$ cat src/rtl/ibis_vga_timing_recover.sv
// ibis_vga_timing_recover: rebuilds active-pixel coordinates from hsync/vsync/de and locks onto stable line/frame geometry.
// Optional feature: define IBIS_VGA_RECOVER_ERRCNT_EN to add err_count, a saturating count of mismatch pulses.
module ibis_vga_timing_recover #(
  parameter int WIDTH       = 10,
  parameter int LOCK_FRAMES = 2
) (
  input  logic             aclk,
  input  logic             aresetn,
  input  logic             enable,
  input  logic             hsync_in,
  input  logic             vsync_in,
  input  logic             de_in,
  output logic             pixel_valid,
  output logic [WIDTH-1:0] ord_x,
  output logic [WIDTH-1:0] ord_y,
  output logic             sof,
  output logic [WIDTH-1:0] h_total,
  output logic [WIDTH-1:0] h_active,
  output logic [WIDTH-1:0] v_total,
  output logic [WIDTH-1:0] v_active,
  output logic             locked,
  output logic             mismatch
`ifdef IBIS_VGA_RECOVER_ERRCNT_EN
  ,
  output logic [15:0]      err_count
`endif
);
  localparam logic [3:0] lock_n = 4'(LOCK_FRAMES);
  logic s_h, s_v, s_de, p_h, p_v, p_de;
  logic hs_fall, vs_fall, de_rise, de_fall, nf;
  logic new_frame, frame_de, h_seen, dirty, armed;
  logic commit, same, good, lost, sat;
  logic [WIDTH-1:0] x_nxt, vcnt_nxt, va_val, hcnt, vcnt, h_cap, a_cap;
  logic [3:0] mcnt, mcnt_inc;

  function automatic logic [WIDTH-1:0] inc(input logic [WIDTH-1:0] v);
    return (&v) ? v : v + 1'b1;
  endfunction

  // Edge events from the two sample stages and the next-state values they select.
  always_comb begin
    hs_fall  = p_h & ~s_h;
    vs_fall  = p_v & ~s_v;
    de_rise  = ~p_de & s_de;
    de_fall  = p_de & ~s_de;
    nf       = new_frame | vs_fall;
    x_nxt    = de_rise ? '0 : s_de ? inc(ord_x) : ord_x;
    vcnt_nxt = vs_fall ? WIDTH'(hs_fall) : hs_fall ? inc(vcnt) : vcnt;
    va_val   = frame_de ? inc(ord_y) : '0;
    sat      = (s_de & ~de_rise & (&ord_x)) | (de_rise & ~nf & (&ord_y)) |
               (~hs_fall & (&hcnt)) | (hs_fall & ~vs_fall & (&vcnt));
    commit   = vs_fall & armed;
    same     = (h_cap == h_total) && (a_cap == h_active) && (vcnt == v_total) && (va_val == v_active);
    good     = ~dirty & same;
    mcnt_inc = (mcnt == lock_n) ? mcnt : mcnt + 4'd1;
    lost     = &vcnt_nxt;
  end

  // Sampling, coordinate tracking, geometry measurement and frame commit, all gated by the pixel strobe.
  always_ff @(posedge aclk) begin
    if (!aresetn) begin
      {s_h, s_v, s_de} <= 3'b110;
      {p_h, p_v, p_de} <= 3'b110;
      pixel_valid <= 1'b0;
      ord_x       <= '0;
      ord_y       <= '0;
      sof         <= 1'b0;
      new_frame   <= 1'b0;
      frame_de    <= 1'b0;
      hcnt        <= '0;
      vcnt        <= '0;
      h_cap       <= '0;
      a_cap       <= '0;
      h_seen      <= 1'b0;
      dirty       <= 1'b0;
      armed       <= 1'b0;
      mcnt        <= '0;
      h_total     <= '0;
      h_active    <= '0;
      v_total     <= '0;
      v_active    <= '0;
      locked      <= 1'b0;
      mismatch    <= 1'b0;
    end else begin
      mismatch <= 1'b0;
      if (enable) begin
        {s_h, s_v, s_de} <= {hsync_in, vsync_in, de_in};
        {p_h, p_v, p_de} <= {s_h, s_v, s_de};
        pixel_valid <= s_de;
        ord_x       <= x_nxt;
        sof         <= de_rise & nf;
        if (de_rise) ord_y <= nf ? '0 : inc(ord_y);
        new_frame   <= nf & ~de_rise;
        frame_de    <= de_rise | (frame_de & ~vs_fall);
        hcnt        <= hs_fall ? WIDTH'(1) : inc(hcnt);
        if (hs_fall) h_cap <= hcnt;
        h_seen      <= ~vs_fall & (h_seen | hs_fall);
        if (de_fall) a_cap <= inc(ord_x);
        vcnt        <= vcnt_nxt;
        dirty       <= ~vs_fall & (dirty | sat | (hs_fall & h_seen & (hcnt != h_cap)));
        armed       <= armed | vs_fall;
        if (commit) begin
          mcnt     <= good ? mcnt_inc : '0;
          locked   <= good & (mcnt_inc == lock_n);
          mismatch <= ~good;
          if (!good) begin
            h_total  <= h_cap;
            h_active <= a_cap;
            v_total  <= vcnt;
            v_active <= va_val;
          end
        end
        if (lost) locked <= 1'b0;
      end
    end
  end

`ifdef IBIS_VGA_RECOVER_ERRCNT_EN
  // Count frames whose geometry had to be republished, sticking at full scale.
  always_ff @(posedge aclk) begin
    if (!aresetn) err_count <= '0;
    else if (enable && commit && !good && !(&err_count)) err_count <= err_count + 16'd1;
  end
`endif
endmodule
$ cat config.mk
export PLATFORM = sky130hd
export DESIGN_NAME = ibis_vga_timing_recover
export DESIGN_NICKNAME = d
export VERILOG_FILES = /design/src/rtl/ibis_vga_timing_recover.sv
export SDC_FILE = /design/constraint.sdc
export NUM_CORES = 1
export LEC_CHECK = 0
export ABC_CLOCK_PERIOD_IN_PS = 5400
export CORE_UTILIZATION = 49
export DETAILED_ROUTE_END_ITERATION = 8
export GPL_ROUTABILITY_DRIVEN = 0
export GPL_TIMING_DRIVEN = 1
export PLACE_DENSITY = 0.73
export SLEW_MARGIN = 30
export SYNTH_ARGS = -nofsm -noshare
export SYNTH_HDL_FRONTEND = slang
export SYNTH_SLANG_ARGS = --single-unit
$ cat constraint.sdc
create_clock -name aclk -period 5.4 [get_ports aclk]
set_input_delay 0.81 -clock aclk [delete_from_list [all_inputs] [get_ports aclk]]
set_output_delay 0.81 -clock aclk [all_outputs]
set_load 0.05 [all_outputs]
After elaboration in Yosys (flattened, before gate mapping). Cells that the tools add are included.

Register bits after elaboration: 118. Word-level logic and storage cells: 112. Output and inout port bits: 64. Bits of input ports: 6.

Add/sub/neg operators: 5. Bitwise operators: 40. Reduce and logical (&&, ||, !) cells: 19. Multiplexer cells: 15. Equal/unequal tests: 8.

Operators by type and width (count): 10-bit two-way mux (11); 10-bit AND reduction (5); 10-bit by 1-bit adder with 10-bit output (second input constant) (4); 10-bit equality test (4); 1-bit AND (21); 2-bit AND reduction (7); 10-bit != test (1); 1-bit inverter (10); 1-bit OR (9); 4-bit by 2-bit equality test with 1-bit output (second input constant) (2); 4-bit two-way mux (2); 3-bit AND reduction (2); 4-bit by 1-bit adder with 4-bit output (second input constant) (1); 2-bit nonzero test (2); 1-bit logical AND (3); 1-bit two-way mux (2); 2-bit != test (second input constant) (1).

Longest topological paths before layout. Gate-level depths: netlist (run 1).

Depth after elaboration: 12. Mapped depth: 10. Depth with buffers taken out: 9.

Worst setup path after synthesis (run 1). Ideal clock, no wire load.

Path kind: register to register. Start: register ord_y[1]. End: register mismatch. Cell stages (with the launch flop): 11. Clock period less this slack: 3.216 ns. Path buffers: 2. Arrival time: 3.102 ns. Data required time: 5.285 ns. Library setup time: 0.115 ns. Slack: 2.184 ns. Cells stage by stage: dfxtp_1 ha_1 nand2_1 or3_1 buf_6 mux2_4 a32o_2 nor4_4 a31oi_4 buf_6 and2_1.

Word-level cells in the longest chain between the ends: 7. Elaborated cells between the ends (all ways): 8. Those cells by class: 1 x add/sub; 1 x eq/ne; 2 x mux; 2 x bitwise; 2 x reduce/logical.

RTL lines: start: declaration (line 15) `output logic [WIDTH-1:0] ord_y,`; start signal: assignment (line 92) `if (de_rise) ord_y <= nf ? '0 : inc(ord_y);`; 10-bit by 1-bit adder with 10-bit output or 10-bit AND reduction (tied branches) (line 37) `return (&v) ? v : v + 1'b1;`; 10-bit two-way mux (*); 10-bit two-way mux (*) (line 49) `va_val = frame_de ? inc(ord_y) : '0;`; 10-bit equality test (*) (line 53) `same = (h_cap == h_total) && (a_cap == h_active) && (vcnt == v_total) && (va_val == v_active);`; 1-bit logical AND (*) (line 53); 1-bit AND (*) (line 54) `good = ~dirty & same;`; 1-bit inverter (no source line) (*); end signal: assignment (line 105) `mismatch <= ~good;`; end: declaration (line 22) `output logic mismatch`.

Mark *: on every way between the ends. The rest lies on a longest branch, timed or not. A chain may end at the register's enable or synchronous reset.

Worst setup path after layout (run 1).
Start: register ord_y[0]. End: register h_total[2].

Word-level cells in the longest chain between the ends: 8. Elaborated cells between the ends (all ways): 9. Those cells by class: 1 x add/sub; 1 x eq/ne; 2 x mux; 2 x bitwise; 3 x reduce/logical.

RTL lines: 10-bit by 1-bit adder with 10-bit output or 10-bit AND reduction (tied branches) (line 37); 10-bit two-way mux (*); 10-bit two-way mux (*) (line 49); 10-bit equality test (*) (line 53); 1-bit logical AND (*) (line 53); 1-bit AND (*) (line 54); 1-bit inverter (no source line) (*); 3-bit AND reduction (no source line) (*); end signal: assignment (line 107) `h_total <= h_cap;`; end: declaration (line 17) `output logic [WIDTH-1:0] h_total,`.

Marked as above.

==> impl_metrics.toml, run 1 <==
[outcome]
outcome = "finished, final reports clean"

[synth]
post_synth_num_cell_types = 59
synth_area_per_cell_um2 = 8.01
ys_seq_area_share_pct = 37.3
yosys-top-cells-area = "dfxtp_1 (37%), nand2_1 (8.8%), mux2i_1 (7.6%)"
synth_nets = 802
synth.largest_area_cell = "dfxtp_1"
async_flop_share_pct = 0
ys_ff_latch = 118
synth_edf_count = 0
synthCells = 790
ys.flop_type = "dfxtp_1"
ys_warn_count = 0
synth_top_area_share_pct = 37.3
synthesis.area_um2 = 6330

[clocking]
insertion_delay_ns = 0.42
clk_pin_slew_ns = 0.05
cts_resized = 0
post_cts_buffers = 0
cts_tree = "yes"
cts.sinks = 118
numCtsBuffers = 17
cts_root_buf = "clkbuf_16"
htree_levels = 4
cts_hold_buffers = 0
clock_path_buffers = 2

[cells_and_area]
fin_nets = 839
area.growth.synth_to_final_pct = 20.8
multi_input_area_um2 = 3650
most-common-layout-cells = "nand2_1 (149), dfxtp_1 (118), clkdlybuf4s50_1 (68)"
final_common_cell = "nand2_1"
n_fill_cell = 1088
drive_gt1_share_pct = 6.07
num_antenna_cells = 0
regArea_um2 = 2360
stdcell_count = 1012
final_area_um2 = 7640
post-route-util_pct = 60.6

[die]
die-area_um2 = 13400
num_io_pins = 70
die_w_um = 116
core_area_um2 = 12600
start_util_pct = 50.1
rows = 41
die_y_um = 116

[sta]
period_share_pct = 75.2
worstMarginPinSlew_ns = 0.999
clock.fmax_mhz = 246
setup_viol = 0
hold_slack_ns = 0.476
slew_headroom_pct = 33.1
hold_viol = 0
rsz0062_at_grt = "no"
period_needed_ns = 4.06
final.setup.tns_ns = 0
skew_ns = 0.00910
setup_ws_ns = 1.34
slew_violations = 0

[setup_path]
critPathMaxFanout = 22
cp-start-kind = "register"
cp.required_ns = 5.70
endpoint_kind = "register"
path_class = "reg2reg"
critPathArrivalTime_ns = 4.36

[place]
port_buffers = 69
pre_cts_slack_ns = 1.39
dp.cells = 980
hpwl_um = 11100
placed_cell_area_um2 = 7020

[pwr]
leakage_nw = 2.61
power_density_nw_per_um2 = 285
vdd_drop_max_uv = 186
p_total_mw = 2.17

[hold_path]
hold_class = "reg2reg"

[detailed_routing]
drc_errors = 0
vias_per_cell = 5.64
num_vias = 5707
routed_wl_um = 16000
ant_nets = 0
drtIter0Drc = 520
dr.pass1.iters = 5
detail_route.wl_per_cell_um = 15.9

[global_route]
grt_busiest_layer = "met2"
grt_pass1_vias = 5421
grt_max_degree = 92
grt-ovfl-total = 0
grt_pass1_wl_um = 26800
grtUsageMet1_pct = 32.8
grt_usage_pct = 25.7
met3_usage_pct = 4.76
use_met2_pct = 42.0
antenna_found_initial = 0

[job]
drv_cap = 0
final cells by class:
class,instances,share of cell area [%]
well taps,172,2.82
flip-flops and latches,118,30.9
clock inverters,9,1.93
repair buffers,74,9.66
multi-input cells,602,47.7
clock buffers,23,6.25
inverters,14,0.688
worst max-delay path, stage by stage, from the launching register on:
cell and delay (ns):
dfxtp_1 0.58, ha_1 0.46, nand2_1 0.20, nor3_1 0.75, o21ai_0 0.26, a32o_2 0.29
nor4_4 0.49, a31oi_4 0.42, buf_12 0.33, mux2i_1 0.14
Yosys cell counts, drive strengths merged, types with 5 or more instances:
library cell and count:
xor2 24, xnor2 37, nand4 22, and3 6
nand2b 5, o2111ai 6, nand2 149, and2 7
clkbuf 39, nor4 11, dfxtp 118, nand3 37
ha 6, buf 17, a31oi 9, nor2 53
mux2i 48, o21ai 48, a22oi 7, inv 13
and4 7, a21oi 48, nor2b 12, nor3 15
metal layers:
layer	vias to the layer above	share of wire (%)
li1	2826	-
met1	2630	44
met2	219	47
met3	32	6.1
met4	0	2.6
met5	-	0
report_power, final:
group,switching (mW),internal [mW]
registers,0.0112,0.879
clock network,0.390,0.805
logic,0.0618,0.0284
total,0.463,1.71
registers in the layout, summed over array words and instances (netlist names), 4 cells and up:
| register | count |
|---|---|
| a_cap | 10 |
| h_active | 10 |
| h_cap | 10 |
| h_total | 10 |
| hcnt | 10 |
| ord_x | 10 |
| ord_y | 10 |
| v_active | 10 |
| v_total | 10 |
| vcnt | 10 |
| mcnt | 4 |
worst paths after layout:
path             from          to  slack [ns]  depth (start not counted)
max          ord_y[0]  h_total[2]        1.34                          9
max reg2reg  ord_y[0]  h_total[2]        1.34                          9
min reg2reg       p_v         p_v        0.48                          2
min               p_v         p_v        0.48                          2
logic make-up after synthesis:
| logic type | Yosys count | share of synthesized area [%] |
|---|---|---|
| buffers and inverters | 70 | 4.98 |
| AOI/OAI and AO/OA | 144 | 13.9 |
| muxes | 52 | 8.36 |
| xor gates and xnor gates | 61 | 8.44 |
| and+or+nand+nor | 339 | 25.8 |
| DFF | 118 | 37.3 |
| adders and majority gates | 6 | 1.19 |
(Power assumes the default switching activity.)
==> run 2: changes to the inputs <==
--- a/config.mk
+++ b/config.mk
@@ -5,7 +5,7 @@
 export SDC_FILE = /design/constraint.sdc
 export NUM_CORES = 1
 export LEC_CHECK = 0
-export ABC_CLOCK_PERIOD_IN_PS = 5400
+export ABC_CLOCK_PERIOD_IN_PS = 3900
 export CORE_UTILIZATION = 49
 export DETAILED_ROUTE_END_ITERATION = 8
 export GPL_ROUTABILITY_DRIVEN = 0
==> constraint.sdc (replaced) <==
create_clock -name aclk -period 3.9 [get_ports aclk]
set_input_delay 0.585 -clock aclk [delete_from_list [all_inputs] [get_ports aclk]]
set_output_delay 0.585 -clock aclk [all_outputs]
set_load 0.05 [all_outputs]
==> impl_metrics.toml, run 2 (synthesized netlist as in run 1, its figures left out) <==
[outcome]
outcome = "finished, final reports clean"

[sta]
setup_ws_ns = 0.403
skew_ns = 0.00521
hold_slack_ns = 0.476
rsz0062_at_grt = "no"
slew_violations = 0
hold_viol = 0
final.setup.tns_ns = 0
setup_viol = 0
worstMarginPinSlew_ns = 0.745
clock.fmax_mhz = 286
slew_headroom_pct = 50.2
period_needed_ns = 3.50
period_share_pct = 89.7

[pwr]
power_density_nw_per_um2 = 374
p_switching_mw = 0.616
power.clock.fraction_pct = 52.2
combPwrFrac_pct = 4.5
leakage_nw = 2.61
vdd_drop_max_uv = 285
p_total_mw = 2.85
sw_frac_of_total_pct = 21.6
seqPwrFrac_pct = 43.4
intPower_mw = 2.23

[setup_path]
endpoint_kind = "register"
path_class = "reg2reg"
r2r-end = "mismatch"
cp.required_ns = 4.21
r2r_start = "ord_y[0]"
critPathArrivalTime_ns = 3.80
critPathMaxFanout = 37
r2r.worst_path.cells = 9
critPathLaunch = "ord_y[0]"
cp-start-kind = "register"
endpoint = "mismatch"
r2r_slack_ns = 0.40

[detailed_routing]
num_vias = 5838
drtIter0Drc = 446
drc_errors = 0
ant_nets = 0
vias_per_cell = 5.75
detail_route.wl_per_cell_um = 15.9
routed_wl_um = 16100
dr.pass1.iters = 5

[place]
pre_cts_slack_ns = 0.482
hpwl_um = 11400
port_buffers = 69

[clocking]
cts_hold_buffers = 0
clock_path_buffers = 2
clk_pin_slew_ns = 0.05
cts_tree = "yes"
numCtsBuffers = 17
cts.sinks = 118
cts_resized = 0
post_cts_buffers = 0
insertion_delay_ns = 0.41
cts_root_buf = "clkbuf_16"
htree_levels = 4

[die]
die-area_um2 = 13400
num_io_pins = 70
die_w_um = 116
start_util_pct = 50.1
die_y_um = 116
core_area_um2 = 12600
rows = 41

[global_route]
grt_pass1_vias = 5312
grt_max_degree = 71
grt_pass1_wl_um = 26300
grt-ovfl-total = 0
grt_usage_pct = 25.3
antenna_found_initial = 0

[cells_and_area]
most-common-layout-cells = "nand2_1 (149), dfxtp_1 (118), clkdlybuf4s50_1 (68)"
num_antenna_cells = 0
post-route-util_pct = 60.3
area.growth.synth_to_final_pct = 20.3
drive_gt1_share_pct = 6.52
fin_nets = 846
final_common_cell = "nand2_1"

[hold_path]
hold_class = "reg2reg"
hp-start = "p_v"

[job]
drv_cap = 0
-- run 2: metal layers --
| layer | track usage [%] | wire [um] | part of all wire [%] |
|---|---|---|---|
| met1 | 31.9 | 7170 | 45 |
| met4 | 11.6 | 464 | 2.9 |
| met2 | 42.2 | 7650 | 48 |
| met3 | 4.81 | 808 | 5.0 |
| met5 | 0 | 0 | 0 |
-- run 2: power by group through the flow --
stage / clock [mW] / sequential, mW / combinational (mW)
floorplan: 0 / 1.25 / 0.0931
global placement: 0 / 1.26 / 0.122
detailed placement: 0 / 1.26 / 0.124
CTS: 1.50 / 1.23 / 0.126
global route: 1.55 / 1.23 / 0.140
finish: 1.48 / 1.23 / 0.127
-- run 2: cell type report --
cell class                 instances  area [um^2]
tap                              172          215
clock buffer                      23          478
multi-input combinational        602         3650
sequential                       118         2360
clock inverter                     5         75.1
fill                            1149         5010
inverter                          14         52.6
timing repair buffer              81          778
-- run 2: critical path: stages, from the launching register on --
cell     delay [ns]
dfxtp_1        0.60
ha_1           0.26
nand2_1        0.13
or3_1          0.48
mux2_4         0.35
a32o_2         0.28
nor4_4         0.47
a31oi_4        0.18
buf_4          0.36
and2_1         0.26
-- run 2: how the worst min path moves through the flow --
stage | end | slack [ns] | cells after the start
2_1_floorplan | p_v | 0.43 | 2
3_3_place_gp | p_v | 0.45 | 2
3_5_place_dp | p_v | 0.47 | 2
4_1_cts | p_v | 0.48 | 2
5_1_grt | locked | 0.50 | 2
6_report | p_v | 0.48 | 2
-- run 2: per-stage QoR --
| step | std cells | instance area, um^2 |
|---|---|---|
| floorplan | 790 | 6330 |
| global placement | 987 | 7060 |
| detailed placement | 987 | 7060 |
| CTS | 1015 | 7610 |
| global route | 1015 | 7610 |
| finish | 1015 | 7610 |
==> run 3: changes to the inputs <==
--- a/config.mk
+++ b/config.mk
@@ -9,7 +9,7 @@
 export CORE_UTILIZATION = 49
 export DETAILED_ROUTE_END_ITERATION = 8
 export GPL_ROUTABILITY_DRIVEN = 0
-export GPL_TIMING_DRIVEN = 1
+export GPL_TIMING_DRIVEN = 0
 export PLACE_DENSITY = 0.73
 export SLEW_MARGIN = 30
 export SYNTH_ARGS = -nofsm -noshare
==> impl_metrics.toml, run 3 (synthesized netlist as in run 1, its figures left out) <==
[setup_path]
critPathArrivalTime_ns = 3.51
worst_path_max_delay_cell = "nor4_4"
cpLargestDelayFamily = "simple AND/OR/NAND/NOR gates"
path_class = "reg2reg"
cp-start-kind = "register"
path_depth = 10
endpoint = "mismatch"
r2r-end = "mismatch"
critPathMaxFanout = 10
r2r_slack_ns = 0.70
critPathLaunch = "ord_y[1]"
cpMostUsedCell = "buf_6"
cp.required_ns = 4.21
crit_chain = "ha_1 -> nand2_1 -> or3_1 -> buf_6 -> mux2_4 -> a32o_2 -> nor4_4 -> a31oi_4 -> buf_6 -> and2_1"
r2r.worst_path.cells = 10
cp_slowest_stage_delay_ns = 0.53
crit_buf_inv = 2
endpoint_kind = "register"
r2r_start = "ord_y[1]"

[clocking]
clk_pin_slew_ns = 0.05
cts_tree = "yes"
cts.sinks = 118
clock_path_buffers = 2
insertion_delay_ns = 0.42
numCtsBuffers = 17
htree_levels = 4
post_cts_buffers = 0
cts_hold_buffers = 0
cts_resized = 0
cts_root_buf = "clkbuf_16"

[sta]
slew_headroom_pct = 44.0
hold_viol = 0
rsz0062_at_grt = "no"
worstMarginPinSlew_ns = 0.834
hold_slack_ns = 0.459
setup_viol = 0
final.setup.tns_ns = 0
period_needed_ns = 3.20
skew_ns = 0.00641
period_share_pct = 82.0
slew_violations = 0
clock.fmax_mhz = 313

[detailed_routing]
dr.pass1.iters = 5
vias_per_cell = 5.60
drtIter0Drc = 510
routed_wl_um = 17600
detail_route.wl_per_cell_um = 16.5
num_vias = 5954
drc_errors = 0
ant_nets = 0

[cells_and_area]
area.growth.synth_to_final_pct = 23.7
num_antenna_cells = 0
final_common_cell = "nand2_1"
stdcell_count = 1063
most-common-layout-cells = "nand2_1 (149), dfxtp_1 (118), clkdlybuf4s50_1 (69)"
fin_nets = 890
drive_gt1_share_pct = 7.18

[die]
die_y_um = 116
rows = 41
core_area_um2 = 12600
start_util_pct = 50.1
die-area_um2 = 13400
num_io_pins = 70
die_w_um = 116

[global_route]
grt-ovfl-total = 0
grt_usage_pct = 27.3
grt_pass1_wl_um = 27500
antenna_found_initial = 0
grt_pass1_vias = 5209
grt_max_degree = 17

[hold_path]
hold_class = "reg2reg"

[place]
hpwl_um = 12500
port_buffers = 69
dp.cells = 1031

[pwr]
power_density_nw_per_um2 = 371
vdd_drop_max_uv = 318
leakage_nw = 2.69

[outcome]
outcome = "finished, final reports clean"

[job]
drv_cap = 0
-- run 3: worst min path at each step --
stage          cells after the start    from      to
2_1_floorplan                      2     p_v     p_v
4_1_cts                            2  locked  locked
3_5_place_dp                       2  locked  locked
5_1_grt                            2  locked  locked
3_3_place_gp                       2  locked  locked
6_report                           2  locked  locked
-- run 3: metrics by stage --
step / cell area (um^2) / setup WS (ns) / power, mW / util (%)
global placement: 7230 / 0.456 / 1.40 / 57.3
global route: 7830 / 0.518 / 2.99 / 62.0
floorplan: 6330 / 0.684 / 1.35 / -
detailed placement: 7230 / 0.423 / 1.40 / 57.3
finish: 7830 / 0.702 / 2.90 / 62.0
CTS: 7820 / 0.395 / 2.91 / 61.9
-- run 3: layer usage --
metal  global-route usage, %  vias up  routed length (um)
met4                    13.2        0                 516
met1                    36.6     2778                8060
met3                    4.92       38                 948
met2                    42.6      204                8030
met5                       0        -                   0
li1                        -     2934                   -
-- run 3: where the power goes --
group          switching, mW  internal (mW)  total (mW)
Combinational          0.106         0.0436       0.149
Clock                  0.557          0.970        1.53
Sequential            0.0108           1.22        1.23
Total                  0.673           2.23        2.90
-- run 3: cell type report --
cell class	count	area [um^2]
Buffer	56	263
Sequential cell	118	2360
Multi-Input combinational cell	602	3660
Clock inverter	8	70.1
Clock buffer	24	512
Timing Repair Buffer	69	691
Fill cell	1151	4790
Inverter	14	52.6
Tap cell	172	215
-- run 3: worst reg2reg max path: stages, from the launching register on --
cell	delay (ns)
dfxtp_1	0.48
ha_1	0.22
nand2_1	0.16
or3_1	0.40
buf_6	0.15
mux2_4	0.31
a32o_2	0.29
nor4_4	0.53
a31oi_4	0.19
buf_6	0.20
and2_1	0.16
